File: src/rtl/load_calc_sequencer.sv
// Frame sequencer: multi-beat LOAD, fixed-length CALC, one-cycle FLUSH recovery
// with bounded retry on load error and abort on datapath overflow.
module load_calc_sequencer #(
   parameter int LOAD_BEATS  = 4,
   parameter int CALC_CYCLES = 2,
   parameter int MAX_RETRY   = 1,
   parameter int CNT_W       = 4
) (
   input  logic             clk,
   input  logic             rst,
   input  logic             start,
   input  logic             ready,
   input  logic             error,
   input  logic             ov_flag,
   output logic             load,
   output logic             calc_en,
   output logic             flush,
   output logic             controller_inuse,
   output logic             done,
   output logic [CNT_W-1:0] beat_idx,
   output logic [1:0]       status,
   output logic [2:0]       dbg_state
);

   typedef enum logic [2:0] {
      S_IDLE  = 3'd0,
      S_LOAD  = 3'd1,
      S_CALC  = 3'd2,
      S_FLUSH = 3'd3,
      S_DONE  = 3'd4
   } state_t;

   localparam logic [1:0]       ST_OK      = 2'b00;
   localparam logic [1:0]       ST_RETRIED = 2'b01;
   localparam logic [1:0]       ST_OVF     = 2'b10;
   localparam logic [1:0]       ST_FAIL    = 2'b11;
   localparam logic [CNT_W-1:0] LAST_BEAT  = CNT_W'(LOAD_BEATS - 1);
   localparam logic [CNT_W-1:0] LAST_CALC  = CNT_W'(CALC_CYCLES - 1);
   localparam logic [2:0]       RETRY_LIM  = 3'(MAX_RETRY);

   state_t           state_q, state_d;
   logic [CNT_W-1:0] beat_q, beat_d;
   logic [CNT_W-1:0] calc_q, calc_d;
   logic [2:0]       retry_q, retry_d;
   logic             cause_ovf_q, cause_ovf_d;
   logic [1:0]       status_q, status_d;

   always_ff @(posedge clk) begin
      if (rst) begin
         state_q     <= S_IDLE;
         beat_q      <= '0;
         calc_q      <= '0;
         retry_q     <= '0;
         cause_ovf_q <= 1'b0;
         status_q    <= ST_OK;
      end else begin
         state_q     <= state_d;
         beat_q      <= beat_d;
         calc_q      <= calc_d;
         retry_q     <= retry_d;
         cause_ovf_q <= cause_ovf_d;
         status_q    <= status_d;
      end
   end

   // Beat handshake: ready is the upstream valid; a beat transfers (load=1) in any
   // LOAD cycle with ready=1 and error=0. error wins over ready and aborts the frame.
   always_comb begin
      state_d          = state_q;
      beat_d           = beat_q;
      calc_d           = calc_q;
      retry_d          = retry_q;
      cause_ovf_d      = cause_ovf_q;
      status_d         = status_q;
      load             = 1'b0;
      calc_en          = 1'b0;
      flush            = 1'b0;
      done             = 1'b0;
      controller_inuse = (state_q != S_IDLE);
      case (state_q)
         S_IDLE: begin
            if (start) begin
               state_d  = S_LOAD;
               beat_d   = '0;
               calc_d   = '0;
               retry_d  = '0;
               status_d = ST_OK;
            end
         end
         S_LOAD: begin
            if (error) begin
               state_d     = S_FLUSH;
               cause_ovf_d = 1'b0;
            end else if (ready) begin
               load = 1'b1;
               if (beat_q == LAST_BEAT) begin
                  beat_d  = '0;
                  calc_d  = '0;
                  state_d = S_CALC;
               end else begin
                  beat_d = beat_q + CNT_W'(1);
               end
            end
         end
         S_CALC: begin
            calc_en = 1'b1;
            if (ov_flag) begin
               state_d     = S_FLUSH;
               cause_ovf_d = 1'b1;
            end else if (calc_q == LAST_CALC) begin
               calc_d  = '0;
               state_d = S_DONE;
            end else begin
               calc_d = calc_q + CNT_W'(1);
            end
         end
         S_FLUSH: begin
            flush  = 1'b1;
            beat_d = '0;
            calc_d = '0;
            // Overflow is a datapath fault, so only load errors earn a reload.
            if (cause_ovf_q) begin
               status_d = ST_OVF;
               state_d  = S_IDLE;
            end else if (retry_q < RETRY_LIM) begin
               retry_d  = retry_q + 3'd1;
               status_d = ST_RETRIED;
               state_d  = S_LOAD;
            end else begin
               status_d = ST_FAIL;
               state_d  = S_IDLE;
            end
         end
         S_DONE: begin
            done    = 1'b1;
            state_d = S_IDLE;
         end
         default: state_d = S_IDLE;
      endcase
   end

   assign beat_idx  = beat_q;
   assign status    = status_q;
   assign dbg_state = state_q;

   a_enables_exclusive: assert property (@(posedge clk) disable iff (rst)
      $onehot0({load, calc_en, flush}));

endmodule
File: config.mk
export PLATFORM = sky130hd
export DESIGN_NAME = load_calc_sequencer
export DESIGN_NICKNAME = d
export VERILOG_FILES = /design/src/rtl/load_calc_sequencer.sv
export SDC_FILE = /design/constraint.sdc
export NUM_CORES = 1
export LEC_CHECK = 0
export BUFFER_PORTS_ARGS = -buffer_cell sky130_fd_sc_hd__buf_4
export CORE_MARGIN = 5
export CORE_UTILIZATION = 57
export DETAILED_ROUTE_END_ITERATION = 12
export GPL_TIMING_DRIVEN = 0
export HOLD_SLACK_MARGIN = 0.03
export PLACE_DENSITY = 0.79
export SETUP_SLACK_MARGIN = 0.1
export SYNTH_ARGS = -nofsm -noshare
export SYNTH_HDL_FRONTEND = slang
export SYNTH_SLANG_ARGS = --single-unit
File: constraint.sdc
create_clock -name clk -period 5.1 [get_ports clk]
set_clock_uncertainty 0.15 [all_clocks]
set_input_delay 0 -clock clk [delete_from_list [all_inputs] [get_ports clk]]
set_output_delay 0 -clock clk [all_outputs]
set_load 0.1 [all_outputs]
==> summary.txt, run 1 <==
Status
  • Outcome: finished clean

Clock network
  • Root buf cell: clkbuf_4
  • CTS tree: yes
  • CTS H-tree depth: 1
  • Clock insertion delay at the later pin of the skew report: 0.28 ns
  • Postcts setup bufs: 0
  • Clk slew on worst S/H paths: 0.10 ns
  • # clock sinks: 17
  • Num CTS Buffers: 3
  • Clock buffer depth: 2

Final layout
  • Layout Nets: 151
  • # diodes: 0
  • Syn-to-layout area delta: 24.3%
  • Share of post-route cells with drive strength above 1: 25.0%

Setup path
  • Crit path DAT: 2.41 ns
  • Crit path cell chain: ha_1 > nor3b_1 > nor4_4 > a2111oi_2 > dlygate4sd3_1
  • Critical Path RT: 5.18 ns
  • CP Capture Type: flip-flop
  • CP max FO: 6
  • Crit path kind: reg2reg
  • Slowest cell delay on critical path: 0.59 ns
  • Crit start category: flip-flop
  • Crit-path slowest cell: dlygate4sd3_1

GRT
  • Grt total ovfl: 0
  • Initial antenna violation count: 0
  • Global Route Usage Sum: 18.1%
  • First-pass GRT wire length: 3720 um
  • Largest net degree at the start of global routing: 11
  • Vias in the first global route: 866

Floorplanning
  • Num rows: 15
  • Core area: 0.00171 sq mm
  • Die Y-Extent: 52.0 um
  • I/O pin total: 20
  • Starting Density: 58.8%
  • Die width: 52.0 um
  • Die area: 0.00270 sq mm

Drt
  • Via Count: 935
  • Final wirelength: 2200 um
  • Metal3 WL: 73 um
  • Top sig layer: met4
  • Avg WL per Cell: 13.3 um
  • DRC Markers: 0
  • DR pass1 iterations: 4
  • Wl on met1: 1040 um
  • Routed Antenna Nets: 0
  • Detailed Route Iter0 Violations: 12
  • Vias per std cell: 5.67
  • Metal2 WL: 1080 um

Synth
  • Syn avg cell area: 8.89 sq um
  • Sequential share of the synthesized area: 33.9%
  • Syn_nets: 123
  • Yosys top cell by area: dfxtp_1
  • Synth warn: 0
  • Post-synth EDFFs: 0
  • Cell variety after synth: 41
  • Post-synthesis cell area: 0.00100 sq mm
  • Synth area leaders: dfxtp_1 (34%), nor2_1 (5.6%), ha_1 (5.0%)
  • Register bit total from synthesis: 17
  • Prevailing post-synth register cell: dfxtp_1
  • Asr flop ratio synth: 0%
  • Cells after Synth: 113
  • Post-synth top area share: 33.9%

STA
  • Hold Vio Cnt, Final: 0
  • Final WS setup: 2.78 ns
  • Crit path time final: 2.32 ns
  • Worst relative slew slack: 49.8%
  • Count of final max-slew check failures: 0
  • RSZ-0062 raised after global routing: no
  • # setup viols final: 0
  • Period utilisation layout: 45.5%
  • Slew @ Worst Pin: 0.745 ns
  • Total negative setup slack: 0 ns
  • Max Clk Rate: 431 MHz

Worst hold path
  • HP Class: in2reg

Flow run
  • Maxcap violations: 0

Placed design
  • PortBufs: 18
  • Dpl hpwl: 1660 um
  • Gpl congestion: 0.834
  • Dpl ws: 3.08 ns

Power
  • Leak: 0.514 nW
  • Worst VDD drop: 0.237 mV
  • PwrDens: 305 mW/mm^2
-- logic make-up after synthesis --
logic type                 after synthesis  share of synthesized area [%]
and+or+nand+nor                         54                           34.1
AOI/OAI and AO/OA                       27                           19.6
DFF                                     17                           33.9
buffers and inverters                    7                           3.24
muxes                                    4                           4.23
adders and majority gates                4                           4.98
-- layer usage --
layer | vias up | track usage (%)
li1 | 469 | -
met1 | 450 | 22.6
met2 | 14 | 30.3
met3 | 2 | 3.72
met4 | 0 | 6.55
met5 | - | 0
-- cell type report --
class / instances / area (sq um)
clock inverter: 1 / 5.00
tap: 25 / 31.3
buffer: 5 / 25.0
fill: 137 / 459
sequential: 17 / 340
multi-input combinational: 89 / 632
inverter: 2 / 7.51
timing repair buffer: 23 / 185
clock buffer: 3 / 22.5
-- stage by stage --
stage	area, sq um	std cells	hold WS [ns]	util (%)	power [mW]
after floorplan	1000	113	-0.0728	-	0.278
after global placement	1170	156	0.0468	68.6	0.308
after detailed placement	1170	156	0.0485	68.6	0.309
after CTS	1250	165	0.0575	73.1	0.384
after global routing	1250	165	0.116	73.1	0.405
final	1250	165	0.0648	73.1	0.381
-- Yosys cell counts, types with 3 or more instances --
| master | instances |
|---|---|
| a211o_1 | 3 |
| nand2b_1 | 6 |
| nor2_1 | 15 |
| nand3_1 | 5 |
| nand2_1 | 6 |
| nor3b_2 | 3 |
| a21oi_1 | 9 |
| ha_1 | 4 |
| dfxtp_1 | 17 |
-- critical path, delay by kind of cell (launching register included) --
kind                     cells  cell delay [ns]
AND/OR/NAND/NOR              2             0.62
buffers and inverters        1             0.59
AO/OA/AOI/OAI                1             0.30
flip-flops                   1             0.45
adder cells (fa/ha/maj)      1             0.17
-- where the power goes --
| part | switching [mW] | total, mW | internal [mW] |
|---|---|---|---|
| Sequential | 0.00825 | 0.148 | 0.139 |
| Combinational | 0.113 | 0.163 | 0.0506 |
| Clock | 0.0413 | 0.0705 | 0.0291 |
-- sequential cells by signal (all words and copies together), names as in the netlist --
signal,count
beat_idx,4
calc_q,4
cause_ovf_q,1
dbg_state,3
retry_q,3
status,2
-- cell usage in the layout (no fill, tap or decap), types with 2 or more instances in the layout --
master and instances:
o21ai_0 2, nor3_1 2, nor3b_2 3, nand3_1 5, buf_4 19, and2_1 2
a21oi_1 9, mux2i_1 2, nor4_4 2, nand3b_1 2, dfxtp_1 17, a21o_1 2
inv_1 2, a311oi_1 2, dlygate4sd3_1 5, nand2_1 6, a211o_1 3, nor4b_1 2
nand2b_1 6, buf_2 2, nor2_1 15, clkbuf_4 3, ha_1 4, mux2_2 2
nor2b_1 2
-- final timing paths --
path	slack, ns	start	cells past startpoint	end
hold / removal	0.06	rst	3	calc_q[1]
setup reg to reg	2.78	calc_q[0]	5	dbg_state[0]
setup / recovery	2.78	calc_q[0]	5	dbg_state[0]
hold reg to reg	0.37	calc_q[3]	1	calc_q[3]
-- what timing repair did --
item	4_1_cts	5_1_grt
endpoints found under the setup margin	0	0
hold buffers	5	0
endpoints found under the hold margin	5	0
resized for setup	0	0
Power figures use the tool's default switching activity.
==> inputs of run 2 (changes only) <==
--- a/config.mk
+++ b/config.mk
@@ -7,11 +7,11 @@
 export LEC_CHECK = 0
 export BUFFER_PORTS_ARGS = -buffer_cell sky130_fd_sc_hd__buf_4
 export CORE_MARGIN = 5
-export CORE_UTILIZATION = 57
+export CORE_UTILIZATION = 53
 export DETAILED_ROUTE_END_ITERATION = 12
 export GPL_TIMING_DRIVEN = 0
 export HOLD_SLACK_MARGIN = 0.03
-export PLACE_DENSITY = 0.79
+export PLACE_DENSITY = 0.74
 export SETUP_SLACK_MARGIN = 0.1
 export SYNTH_ARGS = -nofsm -noshare
 export SYNTH_HDL_FRONTEND = slang
==> constraint.sdc (replaced) <==
create_clock -name clk -period 2.2 [get_ports clk]
set_clock_uncertainty 0.15 [all_clocks]
set_input_delay 0 -clock clk [delete_from_list [all_inputs] [get_ports clk]]
set_output_delay 0 -clock clk [all_outputs]
set_load 0.1 [all_outputs]
==> run 2 against run 1 <==
Effect of this change: final cell count did not move; cell area grew 2.5%; worst hold slack gained 0.22 ns; worst setup slack worse by 2.6 ns; combinational power rose by 140%; register-to-register slack lost 2.6 ns; largest cell class unchanged.
==> summary.txt, run 2 (synthesis gave the netlist of run 1 again) <==
Clock network
  • Num CTS Buffers: 3 (unchanged)
  • Clock buffer depth: 2 (unchanged)
  • Clock insertion delay at the later pin of the skew report: 0.29 ns (was 0.28 ns)
  • # clock sinks: 17 (unchanged)
  • Postcts setup bufs: 0 (unchanged)
  • CTS H-tree depth: 1 (unchanged)
  • CTS tree: yes (unchanged)
  • Post_cts resized: 0 (unchanged)
  • Root buf cell: clkbuf_4 (unchanged)
  • Clk slew on worst S/H paths: 0.10 ns (about the same)

Power
  • PwrDens: 708 mW/mm^2 (was 305 mW/mm^2)
  • Sequential share of power: 38.3% (was 38.7%)
  • Net Sw Frac: 42.8% (was 42.6%)
  • Psw: 0.388 mW (was 0.162 mW)
  • Part of the power in combinational logic: 42.9% (was 42.8%)
  • Clock power frac: 18.8% (was 18.5%)
  • Power, Total: 0.907 mW (was 0.381 mW)
  • Leak: 0.510 nW (was 0.514 nW)
  • Worst VDD drop: 0.512 mV (was 0.237 mV)
  • Internal power: 0.518 mW (was 0.219 mW)

Worst hold path
  • Worst hold start: ov_flag (was rst)
  • HP Class: in2reg (unchanged)

Setup path
  • Reg-to-reg startpoint: beat_idx[0] (was calc_q[0])
  • R2R depth: 5 (unchanged)
  • R2R setup slack: 0.22 ns (was 2.78 ns)
  • Crit start category: flip-flop (unchanged)
  • Worst setup endpoint: calc_q[1] (was dbg_state[0])
  • Crit path kind: reg2reg (unchanged)
  • CP Capture Type: flip-flop (unchanged)
  • Crit path DAT: 2.01 ns (was 2.41 ns)
  • Worst Setup SP: beat_idx[0] (was calc_q[0])
  • CP max FO: 5 (was 6)
  • Critical Path RT: 2.24 ns (was 5.18 ns)
  • RR Endpoint: calc_q[1] (was dbg_state[0])

Floorplanning
  • Core area: 0.00176 sq mm (was 0.00171 sq mm)
  • Die width: 53.5 um (was 52.0 um)
  • Num rows: 15 (unchanged)
  • I/O pin total: 20 (unchanged)
  • Die Y-Extent: 53.5 um (was 52.0 um)
  • Starting Density: 57.0% (was 58.8%)
  • Die area: 0.00287 sq mm (was 0.00270 sq mm)

STA
  • Worst relative slew slack: 52.8% (was 49.8%)
  • Total negative setup slack: 0 ns (unchanged)
  • Slew @ Worst Pin: 0.701 ns (was 0.745 ns)
  • Max Clk Rate: 506 MHz (was 431 MHz)
  • Period utilisation layout: 89.8% (was 45.5%)
  • RSZ-0062 raised after global routing: no (unchanged)
  • # setup viols final: 0 (unchanged)
  • Crit path time final: 1.98 ns (was 2.32 ns)
  • Count of final max-slew check failures: 0 (unchanged)
  • Hold Vio Cnt, Final: 0 (unchanged)

Drt
  • Detailed Route Iter0 Violations: 23 (was 12)
  • Vias per std cell: 5.73 (was 5.67)
  • DRC Markers: 0 (unchanged)
  • Via Count: 946 (was 935)
  • DR pass1 iterations: 4 (unchanged)
  • Final wirelength: 2400 um (was 2200 um)
  • Routed Antenna Nets: 0 (unchanged)
  • Avg WL per Cell: 14.5 um (was 13.3 um)

GRT
  • Initial antenna violation count: 0 (unchanged)
  • Vias in the first global route: 821 (was 866)
  • Grt total ovfl: 0 (unchanged)
  • Largest net degree at the start of global routing: 11 (unchanged)
  • Global Route Usage Sum: 18.3% (was 18.1%)
  • First-pass GRT wire length: 3830 um (was 3720 um)

Placed design
  • PortBufs: 18 (unchanged)
  • Gpl congestion: 0.776 (was 0.834)
  • Dpl hpwl: 1770 um (was 1660 um)

Final layout
  • Fillers: 149 (was 137)
  • Layout Nets: 151 (unchanged)
  • Most frequent cells in the layout: buf_4 (19), nor2_1 (13), dfxtp_1 (12) (was buf_4 (19), dfxtp_1 (17), nor2_1 (15))
  • Area of the multi-input gates: 653 sq um (was 632 sq um)
  • Syn-to-layout area delta: 27.4% (was 24.3%)
  • # diodes: 0 (unchanged)
  • Share of post-route cells with drive strength above 1: 30.0% (was 25.0%)
  • FF/Latch Area: 352 sq um (was 340 sq um)
  • Commonest non-fill, non-tap cell in the layout: buf_4 (unchanged)

Flow run
  • Maxcap violations: 0 (unchanged)

Status
  • Outcome: finished clean (unchanged)
==> run 2: cell count changes in the layout (fill, tap and decap cells not counted), sizes merged <==
cell	previous run	this run
clkbuf	4	5
clkinv	1	0
==> run 2: what timing repair did <==
action,4_1_cts,5_1_grt
hold buffers,5,0
endpoints found under the setup margin,0,1
endpoints found under the hold margin,5,0
==> run 2: worst min-delay path by stage <==
| stage | to | slack [ns] | cells past startpoint |
|---|---|---|---|
| floorplan | dbg_state[2] | -0.08 | 1 |
| global placement | dbg_state[2] | 0.04 | 2 |
| detailed placement | dbg_state[2] | 0.05 | 2 |
| CTS | dbg_state[2] | 0.27 | 3 |
| global route | dbg_state[2] | 0.29 | 3 |
| finish | dbg_state[2] | 0.28 | 3 |
==> run 2: power groups by stage <==
stage	clock network, mW	registers [mW]	logic [mW]
CTS	0.176	0.347	0.390
detailed placement	0	0.354	0.381
floorplan	0	0.418	0.241
global placement	0	0.353	0.375
global route	0.189	0.350	0.410
finish	0.171	0.347	0.389
==> run 2: worst max-delay path, stage by stage, from the launching register on <==
cell      delay [ns]
dfxtp_2         0.38
ha_1            0.20
nor3b_2         0.30
a21oi_1         0.14
a211oi_2        0.33
mux2_2          0.37
==> run 2: layout make-up <==
class	count	area share (%)
Multi-Input combinational cell	89	51.0
Sequential cell	17	27.5
Timing Repair Buffer	23	14.5
Tap cell	25	2.44
Clock buffer	4	2.05
Buffer	5	1.96
Inverter	2	0.587
==> run 2: metal layers <==
metal	vias to the layer above	part of all wire [%]	global-route usage (%)
met5	-	0	0
met3	2	4.7	3.32
met2	29	51	30.6
met1	442	44	23.6
li1	473	-	-
met4	0	0.42	6.38
==> run 2: stage by stage <==
step,hold slack [ns],setup slack (ns),utilization [%],instances,area (sq um)
6_report,0.285,0.224,72.6,165,1280
5_1_grt,0.290,0.119,72.6,165,1280
4_1_cts,0.270,0.210,72.6,165,1280
3_5_place_dp,0.0465,0.239,68.2,156,1200
3_3_place_gp,0.0412,0.228,68.2,156,1200
2_1_floorplan,-0.0803,0.00108,-,113,1040
